<file path="src/rtl/display_scan_controller.sv">
// Time-multiplexed scan controller for active-low seven-segment digits on a shared segment bus.
// Values are double-buffered so a frame never tears; a dead gap before each digit prevents ghosting.
module display_scan_controller #(
    parameter int NUM_DISPLAYS = 2,
    parameter int DIGIT_CYCLES = 4,
    parameter int DEAD_CYCLES  = 1
) (
    input  logic                                                      clk,
    input  logic                                                      reset,
    input  logic                                                      enable,
    input  logic [NUM_DISPLAYS-1:0][3:0]                              value,
    input  logic                                                      load,
    input  logic                                                      lz_en,
    output logic [6:0]                                                seg,
    output logic [NUM_DISPLAYS-1:0]                                   an,
    output logic [((NUM_DISPLAYS > 1) ? $clog2(NUM_DISPLAYS) : 1)-1:0] digit_sel,
    output logic                                                      frame_done
);

    localparam int SEL_W   = (NUM_DISPLAYS > 1) ? $clog2(NUM_DISPLAYS) : 1;
    localparam int MAX_CYC = (DIGIT_CYCLES > DEAD_CYCLES) ? DIGIT_CYCLES : DEAD_CYCLES;
    localparam int CNT_W   = (MAX_CYC > 1) ? $clog2(MAX_CYC) : 1;

    localparam logic [CNT_W-1:0] DIGIT_LAST = CNT_W'(DIGIT_CYCLES - 1);
    localparam logic [CNT_W-1:0] DEAD_LAST  = CNT_W'((DEAD_CYCLES > 0) ? DEAD_CYCLES - 1 : 0);
    localparam logic [SEL_W-1:0] SEL_LAST   = SEL_W'(NUM_DISPLAYS - 1);

    localparam logic [1:0] S_IDLE  = 2'd0;
    localparam logic [1:0] S_DEAD  = 2'd1;
    localparam logic [1:0] S_ON    = 2'd2;
    localparam logic [1:0] S_FIRST = (DEAD_CYCLES > 0) ? S_DEAD : S_ON;

    logic [1:0]                    state, state_n;
    logic [CNT_W-1:0]              cnt, cnt_n;
    logic [SEL_W-1:0]              sel_n;
    logic [NUM_DISPLAYS-1:0][3:0]  pending, active, active_n;
    logic                          frame_start;
    logic [3:0]                    digit_val;
    logic                          blank, nonzero_above, lit;
    logic [6:0]                    seg_n;
    logic [NUM_DISPLAYS-1:0]       an_n;
    logic                          frame_done_n;

    function automatic logic [6:0] decode(input logic [3:0] d);
        case (d)
            4'h0: decode = 7'b1000000;
            4'h1: decode = 7'b1111001;
            4'h2: decode = 7'b0100100;
            4'h3: decode = 7'b0110000;
            4'h4: decode = 7'b0011001;
            4'h5: decode = 7'b0010010;
            4'h6: decode = 7'b0000010;
            4'h7: decode = 7'b1111000;
            4'h8: decode = 7'b0000000;
            4'h9: decode = 7'b0010000;
            4'hA: decode = 7'b0001000;
            4'hB: decode = 7'b0000011;
            4'hC: decode = 7'b1000110;
            4'hD: decode = 7'b0100001;
            4'hE: decode = 7'b0000110;
            default: decode = 7'b0001110;
        endcase
    endfunction

    always_comb begin
        state_n     = state;
        cnt_n       = cnt;
        sel_n       = digit_sel;
        frame_start = 1'b0;
        if (!enable) begin
            state_n = S_IDLE;
            cnt_n   = '0;
            sel_n   = '0;
        end else begin
            case (state)
                S_IDLE: begin
                    frame_start = 1'b1;
                    state_n     = S_FIRST;
                    cnt_n       = '0;
                    sel_n       = '0;
                end
                S_DEAD: begin
                    if (cnt == DEAD_LAST) begin
                        state_n = S_ON;
                        cnt_n   = '0;
                    end else begin
                        cnt_n = cnt + CNT_W'(1);
                    end
                end
                S_ON: begin
                    if (cnt == DIGIT_LAST) begin
                        state_n = S_FIRST;
                        cnt_n   = '0;
                        if (digit_sel == SEL_LAST) begin
                            sel_n       = '0;
                            frame_start = 1'b1;
                        end else begin
                            sel_n = digit_sel + SEL_W'(1);
                        end
                    end else begin
                        cnt_n = cnt + CNT_W'(1);
                    end
                end
                default: begin
                    state_n = S_IDLE;
                    cnt_n   = '0;
                    sel_n   = '0;
                end
            endcase
        end
    end

    // Outputs are derived from the next-cycle view so the registered pins line up with the state.
    always_comb begin
        active_n      = frame_start ? pending : active;
        digit_val     = '0;
        blank         = 1'b0;
        nonzero_above = 1'b0;
        for (int i = NUM_DISPLAYS - 1; i >= 0; i--) begin
            nonzero_above = nonzero_above | (active_n[i] != 4'd0);
            if (sel_n == SEL_W'(i)) begin
                digit_val = active_n[i];
                blank     = lz_en && (i != 0) && !nonzero_above;
            end
        end
        lit  = (state_n == S_ON) && !blank;
        an_n = '1;
        for (int i = 0; i < NUM_DISPLAYS; i++) begin
            if (lit && (sel_n == SEL_W'(i))) an_n[i] = 1'b0;
        end
        seg_n        = lit ? decode(digit_val) : 7'h7F;
        frame_done_n = (state_n == S_ON) && (sel_n == SEL_LAST) && (cnt_n == DIGIT_LAST);
    end

    always_ff @(posedge clk) begin
        if (reset) begin
            state      <= S_IDLE;
            cnt        <= '0;
            digit_sel  <= '0;
            pending    <= '0;
            active     <= '0;
            seg        <= 7'h7F;
            an         <= '1;
            frame_done <= 1'b0;
        end else begin
            state      <= state_n;
            cnt        <= cnt_n;
            digit_sel  <= sel_n;
            active     <= active_n;
            seg        <= seg_n;
            an         <= an_n;
            frame_done <= frame_done_n;
            if (load) pending <= value;
        end
    end

endmodule

</file>
<file path="config.mk">
export PLATFORM = sky130hd
export DESIGN_NAME = display_scan_controller
export DESIGN_NICKNAME = d
export VERILOG_FILES = /design/src/rtl/display_scan_controller.sv
export SDC_FILE = /design/constraint.sdc
export NUM_CORES = 1
export LEC_CHECK = 0
export CORE_ASPECT_RATIO = 2
export CORE_MARGIN = 2
export CORE_UTILIZATION = 35
export DETAILED_ROUTE_END_ITERATION = 6
export HOLD_SLACK_MARGIN = 0.15
export PLACE_DENSITY = 0.56
export SYNTH_ARGS = -nofsm -noshare
export SYNTH_HDL_FRONTEND = slang
export SYNTH_SLANG_ARGS = --single-unit
</file>
<file path="constraint.sdc">
create_clock -name clk -period 5.4 [get_ports clk]
set_clock_uncertainty 0.05 [all_clocks]
set_input_delay 1.62 -clock clk [delete_from_list [all_inputs] [get_ports clk]]
set_output_delay 1.62 -clock clk [all_outputs]
set_load 0.02 [all_outputs]
</file>
# After elaboration in Yosys (flattened, before gate mapping)
# Memories as Yosys holds them, arrays and structs flattened. A register that Yosys moved wholly into a read port is not among the register bits.
# Index checks and enable logic that the tools add are counted.
# Widths: inputs -> output; s select.
# word_totals
ff_bits	24
rom_bits	112
in_bits	13
output_inout_bits	11
elab_cells	52
mem_count	1
# mem_list
memory	words	word_bits	read_ports	rd_clocked_by_memory_dff	write_ports	line	source
(name not given)	16	7	1	1	0	45	case (d)
# op_classes
add_sub_neg	2
n_eq_ne	5
n_mux	21
bitwise	2
reduce_logical	12
# op_table
cell	n
$mux 2	6
$mux 1	9
$eq 2x2->1 const B	4
$mux 8	1
$logic_and 1x1->1	6
$pmux 2 s3	1
$logic_not 2->1	2
$mux 4	1
$pmux 1 s2	2
$pmux 2 s2	1
$reduce_bool 4->1	1
$add 2x1->2 const B	1
$eq 2x1->1 const B	1
$logic_not 1->1	2
$not 1->1	2
$reduce_or 2->1	1
$add 1x1->1 const B	1

# Longest topological paths before layout
# depth
word_depth	13
mapped_depth	15
depth_no_buf	13

# Worst setup path before layout
# Ideal clock, no wire load.
# synth_path
path_kind	input-to-reg
start	in enable
end	reg seg[3]
setup_ns	0.122
arrival_ns	3.590
required_ns	5.228
setup_slack_ns	1.639
cell_stages	12
n_path_buf	3
path_cell_list	buf_4 nand2_1 nor2_1 buf_2 buf_2 mux2_2 ha_1 inv_1 o21ai_0 mux2_2 a31oi_1 o21ai_1
# synth_between
elab_chain_cells	10
elab_cells_between_ends	14
classes_between	1 x eq/ne; 6 x mux; 1 x bitwise; 6 x reduce/logical
# synth_rtl
item	line	source
start, declared	10	input logic enable,
$mux 1	70	if (!enable) begin
$mux 8	115	active_n = frame_start ? pending : active;
$reduce_bool 4->1	120	nonzero_above = nonzero_above | (active_n[i] != 4'd0);
$logic_not 1->1	123	blank = lz_en && (i != 0) && !nonzero_above;
$logic_and 1x1->1	123	
$mux 1	121	if (sel_n == SEL_W'(i)) begin
$logic_not 1->1	126	lit = (state_n == S_ON) && !blank;
$logic_and 1x1->1	126	
$not 1->1 (no source line)	-	
$reduce_or 2->1 (no source line)	-	
end, declared	14	output logic [6:0] seg,
# Several ways; a longest one is shown, not always the timed one.
# A chain may end at the register's enable or synchronous reset.

# Worst setup path in the final report
# Ends and elaborated chain as after synthesis.

==> flow_metrics.env <==
export IMPL_synth_top_cell_area_share=0.3331
export IMPL_drv_slew=0
export IMPL_clk_path_buf_depth=2
export IMPL_antenna_found_initial=0
export IMPL_use_met1=0.1612
export IMPL_grt_max_degree=21
export IMPL_core_area_sq_mm=0.005139
export IMPL_grt_usage=0.1832
export IMPL_cts_sinks=31
export IMPL_crit_type="in -> reg"
export IMPL_cts_hold_buf=0
export IMPL_ff2ff_setup_slack_ns=2.34
export IMPL_num_rows=37
export IMPL_synth_area_sq_mm=0.001863
export IMPL_fin_crit_ns=4.126
export IMPL_post_route_period_util=0.7641
export IMPL_cap_violations=0
export IMPL_clk_pin_slew_ns=0.06
export IMPL_power_density_mw_per_mm2=245.8
export IMPL_syn_avg_cell_area_sq_um=9.000
export IMPL_ios=24
export IMPL_cp_required_ns=5.52
export IMPL_areaGrowthSynthToFinish_pct=21.63
export IMPL_layout_drive_gt1_share=0.1245
export IMPL_worst_setup_path_start_kind="input pin"
export IMPL_nets=259
export IMPL_p_leak_nw=0.8655
export IMPL_ys_top_cells_by_area="dfxtp_1 (33%), ha_1 (9.4%), mux2i_1 (8.1%)"
export IMPL_dp_hpwl_um=3898
export IMPL_wl_um=4890
export IMPL_gp_congestion=0.9105
export IMPL_grt_busiest_layer="met2"
export IMPL_remaining_drc_errors=0
export IMPL_yosys_area_top_type="dfxtp_1"
export IMPL_pre_cts_ws_ns=0.9746
export IMPL_first_pass_iters=4
export IMPL_viasPerCell=5.656
export IMPL_numCtsBuffers=5
export IMPL_drt_iter0_markers=36
export IMPL_htreeDepth=2
export IMPL_final_core_utilization=0.4410
export IMPL_clk_latency_ns=0.29
export IMPL_die_w_um=55.59
export IMPL_synth_seq_cells=31
export IMPL_cts_tree="done"
export IMPL_grt_pass1_vias=1679
export IMPL_async_flop_share=0
export IMPL_wl_per_cell_um=16.80
export IMPL_power_total_uw=557.0
export IMPL_grtUsageMet3=0.03378
export IMPL_rsz0062_at_grt="no"
export IMPL_hold_path_class="reg -> reg"
export IMPL_synth_edf_count=0
export IMPL_worstPathArrival_ns=4.25
export IMPL_insertedDiodeCount=0
export IMPL_ys_warn_count=0
export IMPL_grt_pass1_wl_um=8307
export IMPL_cts_resized=0
export IMPL_vias=1646
export IMPL_setup_slack_ns=1.274
export IMPL_syn_instance_count=207
export IMPL_worst_slew_pin_slew_ns=0.6202
export IMPL_cts_setup_buffers=0
export IMPL_timing_slew_headroom=0.5813
export IMPL_die_area_sq_mm=0.005958
export IMPL_fmax_mhz=242.4
export IMPL_ant_nets=0
export IMPL_gr_usage_met2=0.3393
export IMPL_tns_ns=0
export IMPL_crit_path_max_fanout=12
export IMPL_yosys_cell_types_count=52
export IMPL_setup_violations=0
export IMPL_final_cell_count_no_fill=291
export IMPL_cts_root_buf="clkbuf_8"
export IMPL_postSynthNetCount=234
export IMPL_ys_seq_area_frac=0.3331
export IMPL_overflow=0
export IMPL_worstSetupEndpointType="flop"
export IMPL_ys_flop_type="dfxtp_1"
export IMPL_io_buffers=23
export IMPL_status="complete, no violations"
export IMPL_start_util=0.3626
export IMPL_place_inst=283
export IMPL_chipHeight_um=107.2
export IMPL_hold_viol_final=0
export IMPL_ir_drop_v=0.0001872
## worst max-delay path, stage by stage
cell             delay, ns
clkdlybuf4s50_1       0.70
inv_2                 0.13
nor2_1                0.24
buf_4                 0.22
nor2_1                0.05
a21oi_1               0.24
mux2_2                0.26
ha_1                  0.20
o21ai_0               0.09
mux2_2                0.27
a31oi_1               0.16
o21ai_1               0.07
## cells in the final DEF (no fill, tap or decap), types with 2 or more instances in the layout
cell	n
dfxtp_1	31
nor2_1	27
o311ai_0	2
inv_1	14
o311ai_1	3
and2_1	2
o21ai_0	6
mux2_2	3
o211ai_1	2
buf_4	4
nand3b_1	4
o31ai_1	3
mux4_2	2
clkbuf_8	6
nor3_1	4
mux2i_1	15
nand3_1	3
a21oi_1	10
or3b_1	2
a21oi_2	2
nand2_1	14
ha_1	14
a31oi_1	3
or4_1	2
nor3b_1	2
a221o_1	2
nand4b_1	2
clkdlybuf4s50_1	23
## flip-flops by register name, summed over array words and instances (netlist names)
register    cells
frame_done      1
state           2
an              2
pending         8
seg             7
cnt             2
active          8
digit_sel       1
## worst paths after layout
| kind | start | endpoint | cells after the start |
|---|---|---|---|
| setup / recovery | enable | seg[3] | 12 |
| hold / removal | active[3] | active[3] | 2 |
| hold reg to reg | active[3] | active[3] | 2 |
| setup reg to reg | state[0] | seg[3] | 14 |
## synthesized netlist by cell type (2+ instances only)
| cell | count |
|---|---|
| a221o_1 | 2 |
| nand3_1 | 3 |
| o21ai_0 | 6 |
| or3b_1 | 2 |
| dfxtp_1 | 31 |
| o311ai_0 | 2 |
| nor3_1 | 4 |
| a21oi_1 | 10 |
| mux2_2 | 3 |
| nand4b_1 | 2 |
| nand2_1 | 14 |
| clkbuf_1 | 4 |
| nand3b_1 | 4 |
| and2_1 | 2 |
| o311ai_1 | 3 |
| ha_1 | 14 |
| nor2_1 | 27 |
| mux4_2 | 2 |
| nor3b_1 | 2 |
| or4_1 | 2 |
| o211ai_1 | 2 |
| o31ai_1 | 3 |
| a31oi_1 | 3 |
| a21oi_2 | 2 |
| mux2i_1 | 15 |
| buf_2 | 2 |
| buf_4 | 3 |
| inv_1 | 14 |
## cell type report
class,count,area (sq um)
timing repair buffer,27,260.3
multi-input combinational,152,1139
sequential,31,620.6
fill,514,2873
clock buffer,6,82.58
inverter,15,56.30
clock inverter,2,35.03
tap,58,72.57
## power breakdown
| part | internal [mW] | switching (mW) | total, mW |
|---|---|---|---|
| clock network | 0.149 | 0.0882 | 0.237 |
| registers | 0.236 | 0.00838 | 0.244 |
| logic | 0.0335 | 0.0423 | 0.0758 |
## metal layers
layer | up-vias | share of wire
met5 | - | 0
met4 | 0 | 0.072
met3 | 24 | 0.027
met2 | 47 | 0.56
li1 | 803 | -
met1 | 772 | 0.34
## metrics by stage
stage                     hold slack (ns)  area, sq um
after floorplan                    0.4092         1863
after global placement             0.4227         2148
after detailed placement           0.4255         2148
after CTS                          0.4340         2266
after global routing               0.4768         2266
final                              0.4320         2266
## logic make-up after synthesis
family | share of synthesized area
muxes | 0.1229
and+or+nand+nor | 0.1880
AOI/OAI and AO/OA | 0.2062
adders and majority gates | 0.09402
buffers and inverters | 0.05574
DFF | 0.3331
No activity file was read; power rests on OpenSTA's default activity.
